--- config.mk ---
export PLATFORM = sky130hd
export DESIGN_NAME = uart_tx_periph
export DESIGN_NICKNAME = d
export VERILOG_FILES = /design/src/rtl/uart_periph_pkg.sv /design/src/rtl/uart_tx_fifo.sv /design/src/rtl/uart_tx_periph.sv
export SDC_FILE = /design/constraint.sdc
export NUM_CORES = 1
export LEC_CHECK = 0
export ABC_CLOCK_PERIOD_IN_PS = 4300
export BUFFER_PORTS_ARGS = -buffer_cell sky130_fd_sc_hd__clkbuf_2
export CAP_MARGIN = 20
export CORE_ASPECT_RATIO = 0.6
export CORE_MARGIN = 2
export CORE_UTILIZATION = 30
export CTS_BUF_LIST = sky130_fd_sc_hd__clkbuf_4 sky130_fd_sc_hd__clkbuf_8
export DETAILED_ROUTE_END_ITERATION = 8
export PLACE_DENSITY = 0.49
export SLEW_MARGIN = 20
export SYNTH_ARGS = -nofsm -noshare
export SYNTH_HDL_FRONTEND = slang
export SYNTH_SLANG_ARGS = --single-unit
export TNS_END_PERCENT = 30
--- constraint.sdc ---
create_clock -name clk -period 4.3 [get_ports clk]
set_input_delay 0.86 -clock clk [delete_from_list [all_inputs] [get_ports clk]]
set_output_delay 0.86 -clock clk [all_outputs]
set_load 0.02 [all_outputs]
--- src/rtl/uart_periph_pkg.sv ---
// Shared definitions for the UART transmit peripheral: register offsets,
// STATUS bit positions and the transmit FSM state encoding.
// Optional feature macro: UART_TX_PARITY_EN (adds an even-parity bit per frame).
package uart_periph_pkg;

   // Word offsets (daddr[3:2]) within the 16-byte register window
   localparam logic [1:0] OFF_TXDATA  = 2'd0;
   localparam logic [1:0] OFF_STATUS  = 2'd1;
   localparam logic [1:0] OFF_BAUDDIV = 2'd2;

   // STATUS register bit positions
   localparam int STAT_BUSY   = 0;
   localparam int STAT_FULL   = 1;
   localparam int STAT_EMPTY  = 2;
   localparam int STAT_OVF    = 3;
   localparam int STAT_CNT_LO = 4;
   localparam int STAT_CNT_HI = 8;
   localparam int STAT_PARITY = 9;

`ifdef UART_TX_PARITY_EN
   localparam logic PARITY_PRESENT = 1'b1;
`else
   localparam logic PARITY_PRESENT = 1'b0;
`endif

   // Transmit FSM states; the PARITY state only exists in parity builds
   typedef enum logic [2:0] {
      ST_IDLE,
      ST_START,
      ST_DATA,
`ifdef UART_TX_PARITY_EN
      ST_PARITY,
`endif
      ST_STOP
   } tx_state_t;

   // Even parity: the bit that makes the total number of ones even
   function automatic logic even_parity(input logic [7:0] b);
      return ^b;
   endfunction

endpackage

--- src/rtl/uart_tx_fifo.sv ---
// Small byte FIFO feeding the UART transmitter. Pointers wrap modulo DEPTH
// (DEPTH must be a power of two); count runs 0..DEPTH. The head byte is
// available combinationally so the FSM can load it on the popping edge.
module uart_tx_fifo #(
   parameter int DEPTH = 4
) (
   input  logic                           clk,
   input  logic                           reset,
   input  logic                           push,
   input  logic                           pop,
   input  logic [7:0]                     wdata,
   output logic [7:0]                     rdata,
   output logic                           full,
   output logic                           empty,
   output logic [$clog2(DEPTH+1)-1:0]     count
);

   localparam int AW = $clog2(DEPTH);
   localparam int CW = $clog2(DEPTH + 1);
   localparam logic [CW-1:0] FULL_CNT = CW'(DEPTH);

   logic [7:0]    mem [DEPTH];
   logic [AW-1:0] wr_ptr_reg;
   logic [AW-1:0] rd_ptr_reg;
   logic [CW-1:0] count_reg;

   // Storage write; contents need no reset since the pointers define validity
   always_ff @(posedge clk) begin
      if (push) begin
         mem[wr_ptr_reg] <= wdata;
      end
   end

   // Pointer and occupancy tracking; caller guarantees push only when it fits
   always_ff @(posedge clk or negedge reset) begin
      if (!reset) begin
         wr_ptr_reg <= '0;
         rd_ptr_reg <= '0;
         count_reg  <= '0;
      end else begin
         if (push) begin
            wr_ptr_reg <= wr_ptr_reg + AW'(1);
         end
         if (pop) begin
            rd_ptr_reg <= rd_ptr_reg + AW'(1);
         end
         case ({push, pop})
            2'b10:   count_reg <= count_reg + CW'(1);
            2'b01:   count_reg <= count_reg - CW'(1);
            default: count_reg <= count_reg;
         endcase
      end
   end

   assign rdata = mem[rd_ptr_reg];
   assign full  = (count_reg == FULL_CNT);
   assign empty = (count_reg == '0);
   assign count = count_reg;

endmodule

--- src/rtl/uart_tx_periph.sv ---
// Memory-mapped UART transmitter: TXDATA/STATUS/BAUDDIV registers, a byte
// FIFO and a registered serial output (8 data bits, LSB first, 1 stop bit).
// Optional feature macro: UART_TX_PARITY_EN inserts an even-parity bit
// between the data bits and the stop bit and sets STATUS bit 9.
module uart_tx_periph
   import uart_periph_pkg::*;
#(
   parameter logic [31:0] BASE_ADDR  = 32'h0000_1000,
   parameter int          FIFO_DEPTH = 4,
   parameter logic [15:0] DIV_RESET  = 16'd434
) (
   input  logic        clk,
   input  logic        reset,
   input  logic [31:0] daddr,
   input  logic [31:0] dwdata,
   input  logic [3:0]  dwe,
   output logic [31:0] drdata,
   output logic        tx,
   output logic        irq
);

   localparam int CW = $clog2(FIFO_DEPTH + 1);

   // Bus decode
   logic       sel;
   logic [1:0] off;
   logic       push_req;
   logic       push_ok;
   logic       drop;
   logic       ovf_clr;
   logic       div_wr;
   logic [15:0] div_new;

   // FIFO interface
   logic          pop;
   logic [7:0]    fifo_rdata;
   logic          fifo_full;
   logic          fifo_empty;
   logic [CW-1:0] fifo_count;
   logic [4:0]    cnt5;

   // Registers and FSM state
   logic        overflow_reg;
   logic [15:0] baud_div_reg;
   tx_state_t   state_reg;
   logic [7:0]  shift_reg;
   logic [2:0]  bit_idx_reg;
   logic [15:0] baud_cnt_reg;
   logic [15:0] bit_div_reg;
   logic        tx_reg;
   logic        bit_end;
`ifdef UART_TX_PARITY_EN
   logic        parity_reg;
`endif

   // Bus bits with no register behind them
   logic unused_bits;
   assign unused_bits = ^{dwdata[31:16], daddr[1:0], dwe[3:2]};

   assign sel = (daddr[31:4] == BASE_ADDR[31:4]);
   assign off = daddr[3:2];

   // A pop frees a slot on the same edge, so a push into a full FIFO still fits
   assign pop      = (state_reg == ST_IDLE) && !fifo_empty;
   assign push_req = sel && (off == OFF_TXDATA) && dwe[0];
   assign push_ok  = push_req && (!fifo_full || pop);
   assign drop     = push_req && fifo_full && !pop;
   assign ovf_clr  = sel && (off == OFF_STATUS) && dwe[0] && dwdata[STAT_OVF];

   assign div_wr  = sel && (off == OFF_BAUDDIV) && (dwe[1] || dwe[0]);
   assign div_new = {dwe[1] ? dwdata[15:8] : baud_div_reg[15:8],
                     dwe[0] ? dwdata[7:0]  : baud_div_reg[7:0]};

   uart_tx_fifo #(
      .DEPTH (FIFO_DEPTH)
   ) u_fifo (
      .clk   (clk),
      .reset (reset),
      .push  (push_ok),
      .pop   (pop),
      .wdata (dwdata[7:0]),
      .rdata (fifo_rdata),
      .full  (fifo_full),
      .empty (fifo_empty),
      .count (fifo_count)
   );

   assign cnt5 = 5'(fifo_count);

   // Sticky overflow (a drop beats a clear) and the baud divisor register
   always_ff @(posedge clk or negedge reset) begin
      if (!reset) begin
         overflow_reg <= 1'b0;
         baud_div_reg <= DIV_RESET;
      end else begin
         if (drop) begin
            overflow_reg <= 1'b1;
         end else if (ovf_clr) begin
            overflow_reg <= 1'b0;
         end
         if (div_wr) begin
            baud_div_reg <= (div_new == 16'd0) ? 16'd1 : div_new;
         end
      end
   end

   // The divisor is latched per bit, so a BAUDDIV write only affects later bits
   assign bit_end = (baud_cnt_reg == bit_div_reg - 16'd1);

   // Transmit FSM with registered serial output
   always_ff @(posedge clk or negedge reset) begin
      if (!reset) begin
         state_reg    <= ST_IDLE;
         shift_reg    <= '0;
         bit_idx_reg  <= '0;
         baud_cnt_reg <= '0;
         bit_div_reg  <= DIV_RESET;
         tx_reg       <= 1'b1;
`ifdef UART_TX_PARITY_EN
         parity_reg   <= 1'b0;
`endif
      end else if (state_reg == ST_IDLE) begin
         if (pop) begin
            shift_reg    <= fifo_rdata;
            bit_idx_reg  <= '0;
            baud_cnt_reg <= '0;
            bit_div_reg  <= baud_div_reg;
            tx_reg       <= 1'b0;
            state_reg    <= ST_START;
`ifdef UART_TX_PARITY_EN
            parity_reg   <= even_parity(fifo_rdata);
`endif
         end
      end else if (!bit_end) begin
         baud_cnt_reg <= baud_cnt_reg + 16'd1;
      end else begin
         baud_cnt_reg <= '0;
         bit_div_reg  <= baud_div_reg;
         case (state_reg)
            ST_START: begin
               tx_reg      <= shift_reg[0];
               shift_reg   <= {1'b0, shift_reg[7:1]};
               bit_idx_reg <= '0;
               state_reg   <= ST_DATA;
            end
            ST_DATA: begin
               if (bit_idx_reg == 3'd7) begin
`ifdef UART_TX_PARITY_EN
                  tx_reg    <= parity_reg;
                  state_reg <= ST_PARITY;
`else
                  tx_reg    <= 1'b1;
                  state_reg <= ST_STOP;
`endif
               end else begin
                  tx_reg      <= shift_reg[0];
                  shift_reg   <= {1'b0, shift_reg[7:1]};
                  bit_idx_reg <= bit_idx_reg + 3'd1;
               end
            end
`ifdef UART_TX_PARITY_EN
            ST_PARITY: begin
               tx_reg    <= 1'b1;
               state_reg <= ST_STOP;
            end
`endif
            ST_STOP: begin
               tx_reg    <= 1'b1;
               state_reg <= ST_IDLE;
            end
            default: begin
               tx_reg    <= 1'b1;
               state_reg <= ST_IDLE;
            end
         endcase
      end
   end

   // Combinational read mux; no side effects on read
   always_comb begin
      drdata = 32'd0;
      if (sel) begin
         case (off)
            OFF_STATUS: begin
               drdata[STAT_BUSY]                 = (state_reg != ST_IDLE);
               drdata[STAT_FULL]                 = fifo_full;
               drdata[STAT_EMPTY]                = fifo_empty;
               drdata[STAT_OVF]                  = overflow_reg;
               drdata[STAT_CNT_HI:STAT_CNT_LO]   = cnt5;
               drdata[STAT_PARITY]               = PARITY_PRESENT;
            end
            OFF_BAUDDIV: drdata[15:0] = baud_div_reg;
            default:     drdata = 32'd0;
         endcase
      end
   end

   assign tx  = tx_reg;
   assign irq = fifo_empty && (state_reg == ST_IDLE);

endmodule

Word-level counts from Yosys, hierarchy flattened
Memory sizes are Yosys's and may differ from the RTL's.
Index checks and enable logic that the tools add are counted.
{ "word_totals": {"reg_bits": 71, "mem_bits_rw": 32, "inputBits": 70, "out_inout_bits": 34, "elab_cells": 98, "memories": 1} }
{ "memory_table": {"columns": ["name", "depth", "width", "read_ports", "rd_clocked_by_memory_dff", "wr", "line", "rtl"], "rows": [
  ["u_fifo.mem", 4, 8, 1, 0, 1, "uart_tx_fifo.sv:22", "logic [7:0] mem [DEPTH];"]
]} }
{ "op_classes": {"n_addsub": 7, "n_eq_ne": 13, "muxes": 37, "n_reduce_logical": 29} }
{ "op_table": {"columns": ["operator", "n"], "rows": [
  ["$mux W16", 8],
  ["$mux W8", 6],
  ["$eq A28 B9 Y1 const B", 1],
  ["$mux W3", 8],
  ["$pmux W10 S2", 1],
  ["$pmux W3 S2", 3],
  ["$add A16 B1 Y16 const B", 1],
  ["$eq A16 B16 Y1", 1],
  ["$logic_not A16 Y1", 1],
  ["$pmux W8 S2", 1],
  ["$sub A16 B1 Y16 const B", 1],
  ["$logic_and A1 B1 Y1", 12],
  ["$mux W1", 8],
  ["$add A3 B1 Y3 const B", 2],
  ["$eq A3 B3 Y1 const B", 2],
  ["$logic_not A3 Y1", 2],
  ["$mux W6", 1],
  ["$ne A3 B3 Y1 const B", 2],
  ["$reduce_bool A2 Y1", 3],
  ["$reduce_bool A3 Y1", 2],
  ["$add A2 B1 Y2 const B", 2],
  ["$eq A2 B1 Y1 const B", 2],
  ["$eq A2 B2 Y1 const B", 2],
  ["$reduce_and A4 Y1", 1],
  ["other kinds (10)", 13]
]} }

Depth between registers and ports, before layout
Gate-level depths: netlist of run 1.
{ "depth": {"depth_word": 7, "mapped_depth": 14} }

Modules after synthesis
Synthesis of run 1 repeated with hierarchy kept, for this count alone.
{ "hier_totals": {"cells_unflattened": 469, "area_unflattened_um2": 5451.5} }
{ "modules_own_cells": {"columns": ["module", "instances", "cells_each", "area_each_um2"], "rows": [
  ["uart_tx_periph", 1, 391, 3898.7],
  ["uart_tx_fifo", 1, 78, 1552.7]
]} }

Least setup slack after synthesis of run 1
Ideal clock, no wire load.
{ "synth_timing": {"path_type": "flip-flop to flip-flop", "from": "reg bit_div_reg[0]", "to": "reg bit_div_reg[10]", "setup_time_ns": 0.125, "arrival_time_ns": 3.087, "slack_ns": 1.088, "path_stages_with_launch": 10, "cell_sequence": "dfrtp_1 inv_1 ha_1 or4b_4 or4_1 a22o_1 a2111oi_4 a21oi_4 buf_6 mux2_4"} }
{ "synth_between": {"elab_chain_len": 4} }
{ "synth_rtl": {"columns": ["element", "line", "rtl"], "rows": [
  ["start, declared", "uart_tx_periph.sv:49", "logic [15:0] bit_div_reg;"],
  ["start signal, assigned", "uart_tx_periph.sv:127", "bit_div_reg <= baud_div_reg;"],
  ["start signal, assigned", "uart_tx_periph.sv:138", "bit_div_reg <= baud_div_reg;"],
  ["$sub A16 B1 Y16", "uart_tx_periph.sv:108", "assign bit_end = (baud_cnt_reg == bit_div_reg - 16'd1);"],
  ["$eq A16 B16 Y1", "uart_tx_periph.sv:108", null],
  ["$reduce_bool A2 Y1 (no source line)", null, null],
  ["$reduce_and A2 Y1 (no source line)", null, null]
]} }
No other way between the ends.
A chain may end at the register's enable or synchronous reset.

Worst setup path in the final report of run 1
{ "layout_timing": {"from": "reg bit_div_reg[0]", "to": "reg bit_div_reg[11]"} }
The elaborated chain is that of the path after synthesis.

==> results by group, run 1 <==
Timing
  • Final setup fails: 0
  • Pins Over Slew Limit: 0
  • Worst Tran Pin Value: 0.700 ns
  • Hold Fails Final Rpt: 0
  • TNS Setup: 0 ns
  • RSZ-0062 raised after global routing: false
  • Worst Skew: 0.0111 ns
  • Hold Slack: 0.466 ns
  • Worst slew margin: 53.4%
  • Tmin final: 3.61 ns
  • Fmax: 0.277 GHz
  • Fin crit share: 83.9%

Setup path
  • Critical path's slowest cell: a2111oi_4
  • Buf+Inv Stages, Crit Path: 1
  • CP Class: register to register
  • Worst-path fanout max: 16
  • Req. time, crit path: 4.57 ns
  • Family with the most delay on the worst path: compound AO/OA/AOI/OAI gates
  • Arr. time, crit path: 3.88 ns
  • Startpoint Class: register
  • Slowest stage delay, CP: 0.70 ns
  • CP cell instances: inv_1 > ha_1 > or4b_4 > or4_1 > a22o_1 > a2111oi_4 > a21oi_4 > mux2_4
  • Critical Path End Type: register

Global route
  • Total gr overflow: 0
  • Largest net degree at the start of global routing: 44
  • Global-route usage over all layers: 14.4%
  • Number of global-route vias before repair: 3791
  • Global-route wire length before repair: 21700 um
  • Initial antenna violation count: 0

Route
  • DRT iter0 DRCs: 275
  • Via/cell ratio: 4.95
  • DRC violation count after routing: 0
  • Routed WL: 13900 um
  • Mean routed wirelength per cell: 17.2 um
  • Total number of vias: 3997
  • Drt pass-1 iters: 5
  • Antenna viol nets, final: 0

Synthesis
  • Top-count cell post-synth: dfrtp_1
  • Synth async-reset ratio: 68.6%
  • Synth Flop Type: dfrtp_1
  • Synth Warn #: 0
  • Post-synth top cells: 59 x dfrtp_1, 32 x edfxtp_1, 32 x nand2_1
  • EDFF count, synth: 32
  • Netlist cell types: 62
  • Seq/Total Area, Yosys: 48.5%
  • Yosys reg bits: 102
  • Yosys top cell by area: dfrtp_1
  • Synthesized area: 5630 sq um
  • Top cell type's share of synthesized area: 26.2%
  • Post-Syn Area per Cell: 11.1 sq um
  • Cell count after synthesis: 505
  • Area contributors post-synth: dfrtp_1 26%, edfxtp_1 17%, dfstp_2 5.1%, xnor2_1 3.4%, ha_1 3.3%

Power
  • Static Leak: 2.75 nW
  • Peak supply drop: 0.135 mV
  • Pwr Density: 287 nW/um^2

Die
  • Die Y: 110 um
  • Initial cell density of the core: 30.9%
  • Row count: 38
  • Total core area: 18200 sq um
  • Die ar.: 19900 sq um
  • Die width: 181 um
  • Top Ports: 104

Placement
  • Port Buf Inserts: 67
  • Global placement routability congestion: 0.823
  • DP HPWL: 10500 um

Layout
  • Area grow syn2layout: 12.6%
  • Diodes inserted: 0
  • Biggest register: u_fifo.mem
  • Nets: 649
  • Share of layout cells above drive strength 1: 24.1%
  • Max reg flops: 32

Clock network
  • CTS Buf Count: 9
  • # clock sinks: 102
  • Resized cells post-CTS: 0
  • CTS root buf: clkbuf_8
  • CTS tree: done
  • Clock insertion delay at the later pin of the skew report: 0.38 ns
  • Max Buffers Root-to-Sink: 2
  • Setup bufs post-CTS: 0
  • Worst-path clk slew: 0.10 ns
  • Hold buffers post-CTS: 0
  • Htree depth: 3

Hold path
  • Worst Hold Class: input port to async pin

Flow run
  • # Max-Cap Violations: 0

Status
  • Outcome: complete, no violations
==> power breakdown <==
| group | switching [mW] | total (mW) | internal, mW |
|---|---|---|---|
| Combinational | 0.0728 | 0.126 | 0.0536 |
| Sequential | 0.0245 | 1.05 | 1.03 |
| Clock | 0.356 | 0.637 | 0.282 |
==> placed cells by master, fill, tap and decap left out, drive strengths merged, types with 16 or more instances in the layout <==
master / instances
nor2: 18
mux2: 22
nor3: 20
nand2: 32
xnor2: 22
o21ai: 24
dfrtp: 59
inv: 29
edfxtp: 32
xor2: 18
conb: 16
clkbuf: 76
==> cell type report <==
class | instances | area, sq um
fillers | 1808 | 11900
inverters | 27 | 101
flip-flops and latches | 102 | 2730
multi-input cells | 352 | 2640
well taps | 240 | 300
repair buffers | 71 | 368
clock inverters | 6 | 68.8
clock buffers | 10 | 131
==> stage by stage <==
step | power, mW | cell area [sq um] | setup WS (ns) | std cells | util (%)
after floorplan | 1.15 | 5680 | 1.09 | 520 | -
after detailed placement | 1.20 | 6130 | 0.718 | 792 | 33.7
after global placement | 1.20 | 6130 | 0.732 | 792 | 33.7
final | 1.82 | 6330 | 0.693 | 808 | 34.8
after global routing | 1.91 | 6330 | 0.517 | 808 | 34.8
after CTS | 1.84 | 6330 | 0.673 | 808 | 34.8
==> layer usage <==
layer / global-route usage, % / share of wire [%] / vias up
li1: - / - / 1913
met1: 22.5 / 54 / 1952
met2: 19.7 / 39 / 125
met3: 4.04 / 5.8 / 7
met4: 2.25 / 0.68 / 0
met5: 0 / 0 / -
==> kinds of logic after synthesis <==
group	after synthesis	share of synthesized area [%]
and+or+nand+nor	163	15.9
AOI/OAI and AO/OA	75	9.50
muxes	42	10.3
other	1	0.0667
xor gates and xnor gates	40	6.23
adders and majority gates	16	3.69
buffers and inverters	66	5.76
DFF	102	48.5
==> path summary, 6_finish.rpt <==
kind / start / to / slack (ns) / cells past startpoint
max in group asynchronous: reset / baud_div_reg[8] / 2.98 / 2
min in group clk: tx / tx / 0.50 / 2
hold / removal: reset / baud_cnt_reg[15] / 0.47 / 1
setup reg to reg: bit_div_reg[0] / bit_div_reg[11] / 0.69 / 8
setup / recovery: bit_div_reg[0] / bit_div_reg[11] / 0.69 / 8
hold reg to reg: tx / tx / 0.50 / 2
(Power assumes the default switching activity.)
==> run 2, diff against run 1 <==
Settings changed: ABC_AREA set to 1, ABC_CLOCK_PERIOD_IN_PS 4300 to 3100, PLACE_DENSITY 0.49 to 0.51.
Clock period 4.3 ns to 3.1 ns, I/O delays scaled along.
==> results by group, run 2 <==
Synthesis
  • Seq/Total Area, Yosys: 46.5%
  • Top cell type's share of synthesized area: 25.2%
  • Netlist cell types: 39
  • Cell count after synthesis: 742
  • EDFF count, synth: 32
  • Top-count cell post-synth: nand2_1
  • Post-synth top cells: 222 x nand2_1, 68 x inv_1, 68 x nor2_1
  • Synth Flop Type: dfrtp_1
  • Synth async-reset ratio: 68.6%
  • Post-Syn Area per Cell: 7.90 sq um
  • Yosys reg bits: 102
  • Yosys top cell by area: dfrtp_1
  • Synth Warn #: 0
  • Synthesized area: 5860 sq um
  • Area contributors post-synth: dfrtp_1 25%, edfxtp_1 16%, nand2_1 14%, o21ai_0 5.5%, dfstp_2 4.9%

Clock network
  • Max Buffers Root-to-Sink: 2
  • Resized cells post-CTS: 0
  • CTS root buf: clkbuf_8
  • Setup bufs post-CTS: 0
  • # clock sinks: 102
  • Hold buffers post-CTS: 0
  • Htree depth: 3
  • CTS tree: done
  • Clock insertion delay at the later pin of the skew report: 0.38 ns
  • Worst-path clk slew: 0.11 ns
  • CTS Buf Count: 9

Die
  • Row count: 39
  • Die width: 185 um
  • Die Y: 112 um
  • Top Ports: 104
  • Initial cell density of the core: 30.7%
  • Die ar.: 20700 sq um
  • Total core area: 19100 sq um

Timing
  • Worst slew margin: 36.8%
  • Worst Skew: 0.0109 ns
  • Hold Fails Final Rpt: 0
  • Hold Slack: 0.365 ns
  • Worst setup margin: 0.326 ns
  • Pins Over Slew Limit: 0
  • RSZ-0062 raised after global routing: false
  • TNS Setup: 0 ns
  • Fmax: 0.360 GHz
  • Worst Tran Pin Value: 0.948 ns
  • Tmin final: 2.77 ns
  • Fin crit share: 89.5%
  • Final setup fails: 0

Route
  • Total number of vias: 4859
  • Drt pass-1 iters: 5
  • Top sig layer: met4
  • Antenna viol nets, final: 0
  • Via/cell ratio: 4.49
  • DRT iter0 DRCs: 346
  • DRC violation count after routing: 0
  • Mean routed wirelength per cell: 14.1 um
  • DR WL met3: 722 um
  • Routed WL: 15200 um
  • WL met2: 5550 um
  • M1 WL: 8850 um

Layout
  • Most frequent cells in the layout: 222 x nand2_1, 68 x inv_1, 68 x nor2_1
  • Max reg flops: 32
  • Commonest non-fill, non-tap cell in the layout: nand2_1
  • Post-Layout Cell Count: 1082
  • Biggest register: u_fifo.mem
  • Diodes inserted: 0
  • Share of layout cells above drive strength 1: 15.7%
  • FILL cells: 2030
  • Nets: 897
  • Area grow syn2layout: 14.2%

Global route
  • Total gr overflow: 0
  • Number of global-route vias before repair: 4591
  • Initial antenna violation count: 0
  • Global-route wire length before repair: 24800 um
  • Global-route usage over all layers: 15.6%
  • Largest net degree at the start of global routing: 71

Setup path
  • Critical Path End Type: output port
  • Startpoint Class: input port
  • CP Class: input port to output port
  • Req. time, crit path: 2.48 ns
  • Arr. time, crit path: 2.15 ns
  • R2R Path End: bit_div_reg[0]
  • CP cell instances: clkbuf_2 > nor4_1 > nand2_1 > nor3_1 > nand2_1 > nor2_1 > clkinv_1 > buf_4 > nor2_1 > clkbuf_2
  • RR Startpoint: bit_div_reg[1]
  • Buf+Inv Stages, Crit Path: 4
  • R2R depth: 13
  • Worst-path fanout max: 7
  • Family with the most delay on the worst path: simple AND/OR/NAND/NOR gates
  • Reg-to-reg slack, setup: 0.42 ns
  • Slowest stage delay, CP: 0.28 ns
  • Critical path's slowest cell: nor4_1

Power
  • Total power draw: 2.42 mW
  • Combinational cell fraction of total power: 4.8%
  • Int Power: 1.82 mW
  • Peak supply drop: 0.193 mV
  • Sequential Power Share: 57.3%
  • Pwr Density: 362 nW/um^2
  • Sw Ratio: 25.0%
  • Switching power total: 0.606 mW
  • Static Leak: 3.16 nW
  • Clk network pwr share: 37.9%

Hold path
  • Worst Hold Class: input port to async pin

Placement
  • Global placement routability congestion: 0.801
  • Dpl cells: 1066
  • Pre-CTS setup slack: 0.272 ns
  • DP HPWL: 11700 um
  • Port Buf Inserts: 67

Status
  • Outcome: complete, no violations

Flow run
  • # Max-Cap Violations: 0
run 2: worst reg2reg max path: stages (launching register included):
cell,delay [ns]
dfstp_2,0.55
inv_1,0.07
ha_1,0.21
nand2_1,0.13
nand2_1,0.08
xor2_1,0.14
nor2_1,0.18
nand4_1,0.19
nor2_4,0.21
nand3_4,0.19
nand2_4,0.23
buf_12,0.19
nand2_1,0.13
o21ai_0,0.11
run 2: cells by family (layout without fill, tap and decap cells):
| family | count (synthesis) | after routing | synth area share (%) |
|---|---|---|---|
| and+or+nand+nor | 394 | 394 | 29.2 |
| buffers and inverters | 114 | 173 | 8.81 |
| DFF | 102 | 102 | 46.5 |
| AOI/OAI and AO/OA | 95 | 95 | 8.94 |
| xor gates and xnor gates | 20 | 20 | 2.99 |
| adders and majority gates | 16 | 16 | 3.54 |
| other | 1 | 16 | 0.0639 |
run 2: stage by stage:
stage	util (%)	cell area (sq um)
final	35.1	6700
after detailed placement	34.0	6480
after global placement	34.0	6480
after floorplan	-	5920
after global routing	35.1	6700
after CTS	35.1	6700
run 2: how the worst max path moves through the flow:
stage | to | start | cells past startpoint
2_1_floorplan | u_fifo.count[1] | daddr[21] | 10
3_3_place_gp | drdata[9] | daddr[21] | 10
3_5_place_dp | drdata[9] | daddr[21] | 10
4_1_cts | drdata[9] | daddr[21] | 10
5_1_grt | drdata[9] | daddr[21] | 10
6_report | drdata[9] | daddr[21] | 10
run 2: layout make-up:
| cell class | instances | area, sq um | share of cell area, % |
|---|---|---|---|
| clock buffer | 9 | 124 | 1.85 |
| clock inverter | 7 | 87.6 | 1.31 |
| inverter | 74 | 278 | 4.15 |
| multi-input combinational | 541 | 2680 | 40.0 |
| sequential | 102 | 2730 | 40.7 |
| tap | 266 | 333 | 4.97 |
| timing repair buffer | 83 | 470 | 7.03 |
run 2: metal layers:
metal / global-route usage [%] / up-vias
met5: 0 / -
met4: 3.25 / 0
met3: 3.34 / 7
met2: 19.9 / 114
met1: 25.8 / 2214
li1: - / 2524
run 2: power by group through the flow:
stage | registers [mW] | logic, mW | clock network, mW
floorplan | 1.42 | 0.0640 | 0
global placement | 1.42 | 0.118 | 0
detailed placement | 1.42 | 0.118 | 0
CTS | 1.39 | 0.118 | 0.951
global route | 1.39 | 0.133 | 1.01
finish | 1.39 | 0.117 | 0.918
==> run 3, diff against run 2 <==
Settings changed: ABC_AREA 1 to not set, TNS_END_PERCENT 30 to 5.
==> results by group, run 3 (same netlist as run 1, synthesis figures left out) <==
Hold path
  • Worst Hold Class: input port to async pin

Setup path
  • CP Class: register to register
  • Startpoint Class: register
  • CP Launch Point: bit_div_reg[0]
  • Critical Path End Type: register
  • Arr. time, crit path: 3.39 ns
  • Req. time, crit path: 3.36 ns
  • Worst-path fanout max: 6
  • R2R depth: 10
  • RR Startpoint: bit_div_reg[0]

Layout
  • Fin util: 35.9%
  • Biggest register: u_fifo.mem
  • Area grow syn2layout: 16.3%
  • Diodes inserted: 0
  • Share of layout cells above drive strength 1: 27.4%
  • Most frequent cells in the layout: 66 x clkbuf_2, 59 x dfrtp_1, 32 x nand2_1, 32 x edfxtp_1, 25 x inv_1
  • Nets: 668
  • Max reg flops: 32
  • Commonest non-fill, non-tap cell in the layout: clkbuf_2

Clock network
  • Worst-path clk slew: 0.12 ns
  • CTS Buf Count: 9
  • Htree depth: 3
  • Clock insertion delay at the later pin of the skew report: 0.38 ns
  • # clock sinks: 102
  • Max Buffers Root-to-Sink: 2
  • CTS root buf: clkbuf_8
  • CTS tree: done

Die
  • Die ar.: 19900 sq um
  • Die width: 181 um
  • Die Y: 110 um
  • Row count: 38
  • Total core area: 18200 sq um
  • Top Ports: 104
  • Initial cell density of the core: 30.9%

Status
  • Violated checks: setup timing
  • Outcome: finished, violations left

Placement
  • Global placement routability congestion: 0.830
  • DP HPWL: 10400 um
  • Port Buf Inserts: 67

Route
  • DRC violation count after routing: 0
  • Via/cell ratio: 4.93
  • Antenna viol nets, final: 0
  • Drt pass-1 iters: 4
  • Routed WL: 13700 um
  • DRT iter0 DRCs: 268
  • Total number of vias: 4073
  • Mean routed wirelength per cell: 16.5 um

Global route
  • Global-route usage over all layers: 14.1%
  • Number of global-route vias before repair: 3960
  • Total gr overflow: 0
  • Initial antenna violation count: 1
  • Global-route wire length before repair: 21700 um
  • Largest net degree at the start of global routing: 42

Timing
  • Fmax: 0.320 GHz
  • Final setup fails: 1
  • Worst Tran Pin Value: 0.705 ns
  • Worst Skew: 0.0215 ns
  • Worst slew margin: 53.0%
  • Pins Over Slew Limit: 0
  • Fin crit share: 101%
  • Worst setup margin: -0.0292 ns
  • RSZ-0062 raised after global routing: true
  • Hold Fails Final Rpt: 0
  • TNS Setup: -0.0292 ns
  • Tmin final: 3.13 ns

Power
  • Pwr Density: 383 nW/um^2
  • Switching power total: 0.682 mW
  • Clk network pwr share: 34.6%
  • Peak supply drop: 0.190 mV
  • Sw Ratio: 27.2%
  • Combinational cell fraction of total power: 7.2%
  • Sequential Power Share: 58.2%
  • Int Power: 1.83 mW
  • Static Leak: 2.85 nW

Flow run
  • # Max-Cap Violations: 0
run 3: cell types whose count changed in the layout (fill, tap and decap cells not counted), moves of 13 or more:
cell     previous run  this run
xnor2_1             3        22
inv_1              68        25
o21ai_0            65        24
nor2_1             68        17
nand2_1           222        32
mux2_2              0        13
and3_1              1        15
nand3_1            49        15
run 3: power groups by stage:
| stage | sequential [mW] | combinational (mW) | clock [mW] |
|---|---|---|---|
| 6_report | 1.46 | 0.180 | 0.868 |
| 2_1_floorplan | 1.48 | 0.117 | 0 |
| 3_3_place_gp | 1.48 | 0.176 | 0 |
| 5_1_grt | 1.47 | 0.205 | 0.946 |
| 4_1_cts | 1.46 | 0.183 | 0.894 |
| 3_5_place_dp | 1.49 | 0.183 | 0 |
run 3: through the flow:
stage               power [mW]  instances  setup slack, ns  cell area (sq um)  hold slack [ns]
floorplan                 1.59        520           0.0222               5690            0.324
global placement          1.66        808           0.0373               6280            0.470
detailed placement        1.67        808         0.000735               6280            0.472
CTS                       2.54        824          -0.0219               6500            0.292
global route              2.62        827           -0.139               6540            0.310
finish                    2.51        827          -0.0292               6540            0.274
run 3: cell type report:
cell class	count	area (sq um)
multi-input cells	353	2680
clock inverters	7	85.1
clock buffers	9	124
well taps	240	300
inverters	27	101
repair buffers	89	526
flip-flops and latches	102	2730
fillers	1824	11700
run 3: worst max-delay path, cell delays in order, from the launching register on:
cell       delay [ns]
dfrtp_1          0.41
inv_2            0.08
ha_4             0.16
or4b_4           0.48
or4_1            0.51
a22o_2           0.29
a2111oi_4        0.35
buf_4            0.19
buf_4            0.15
a31oi_1          0.10
mux2_2           0.29
run 3: final timing paths:
check / to / slack (ns)
setup / recovery: state_reg[1] / -0.03
hold / removal: baud_cnt_reg[8] / 0.27
setup reg to reg: state_reg[1] / -0.03
hold reg to reg: overflow_reg / 0.50
max in group asynchronous: bit_div_reg[4] / 2.06
min in group clk: baud_div_reg[8] / 0.44
run 3: what timing repair did:
item	in CTS	in global routing
cloned	0	1
endpoints found under the setup margin	2	40
setup buffers	0	2
hold buffers	0	0
endpoints found under the hold margin	0	0
pin swaps	0	2
gates resized for setup	1	5
run 3: metal layers:
layer	track usage [%]	vias up	part of all wire, %
li1	-	1967	-
met1	22.6	2003	55
met2	19.4	97	39
met3	2.73	6	4.8
met4	3.00	0	0.62
met5	0	-	0
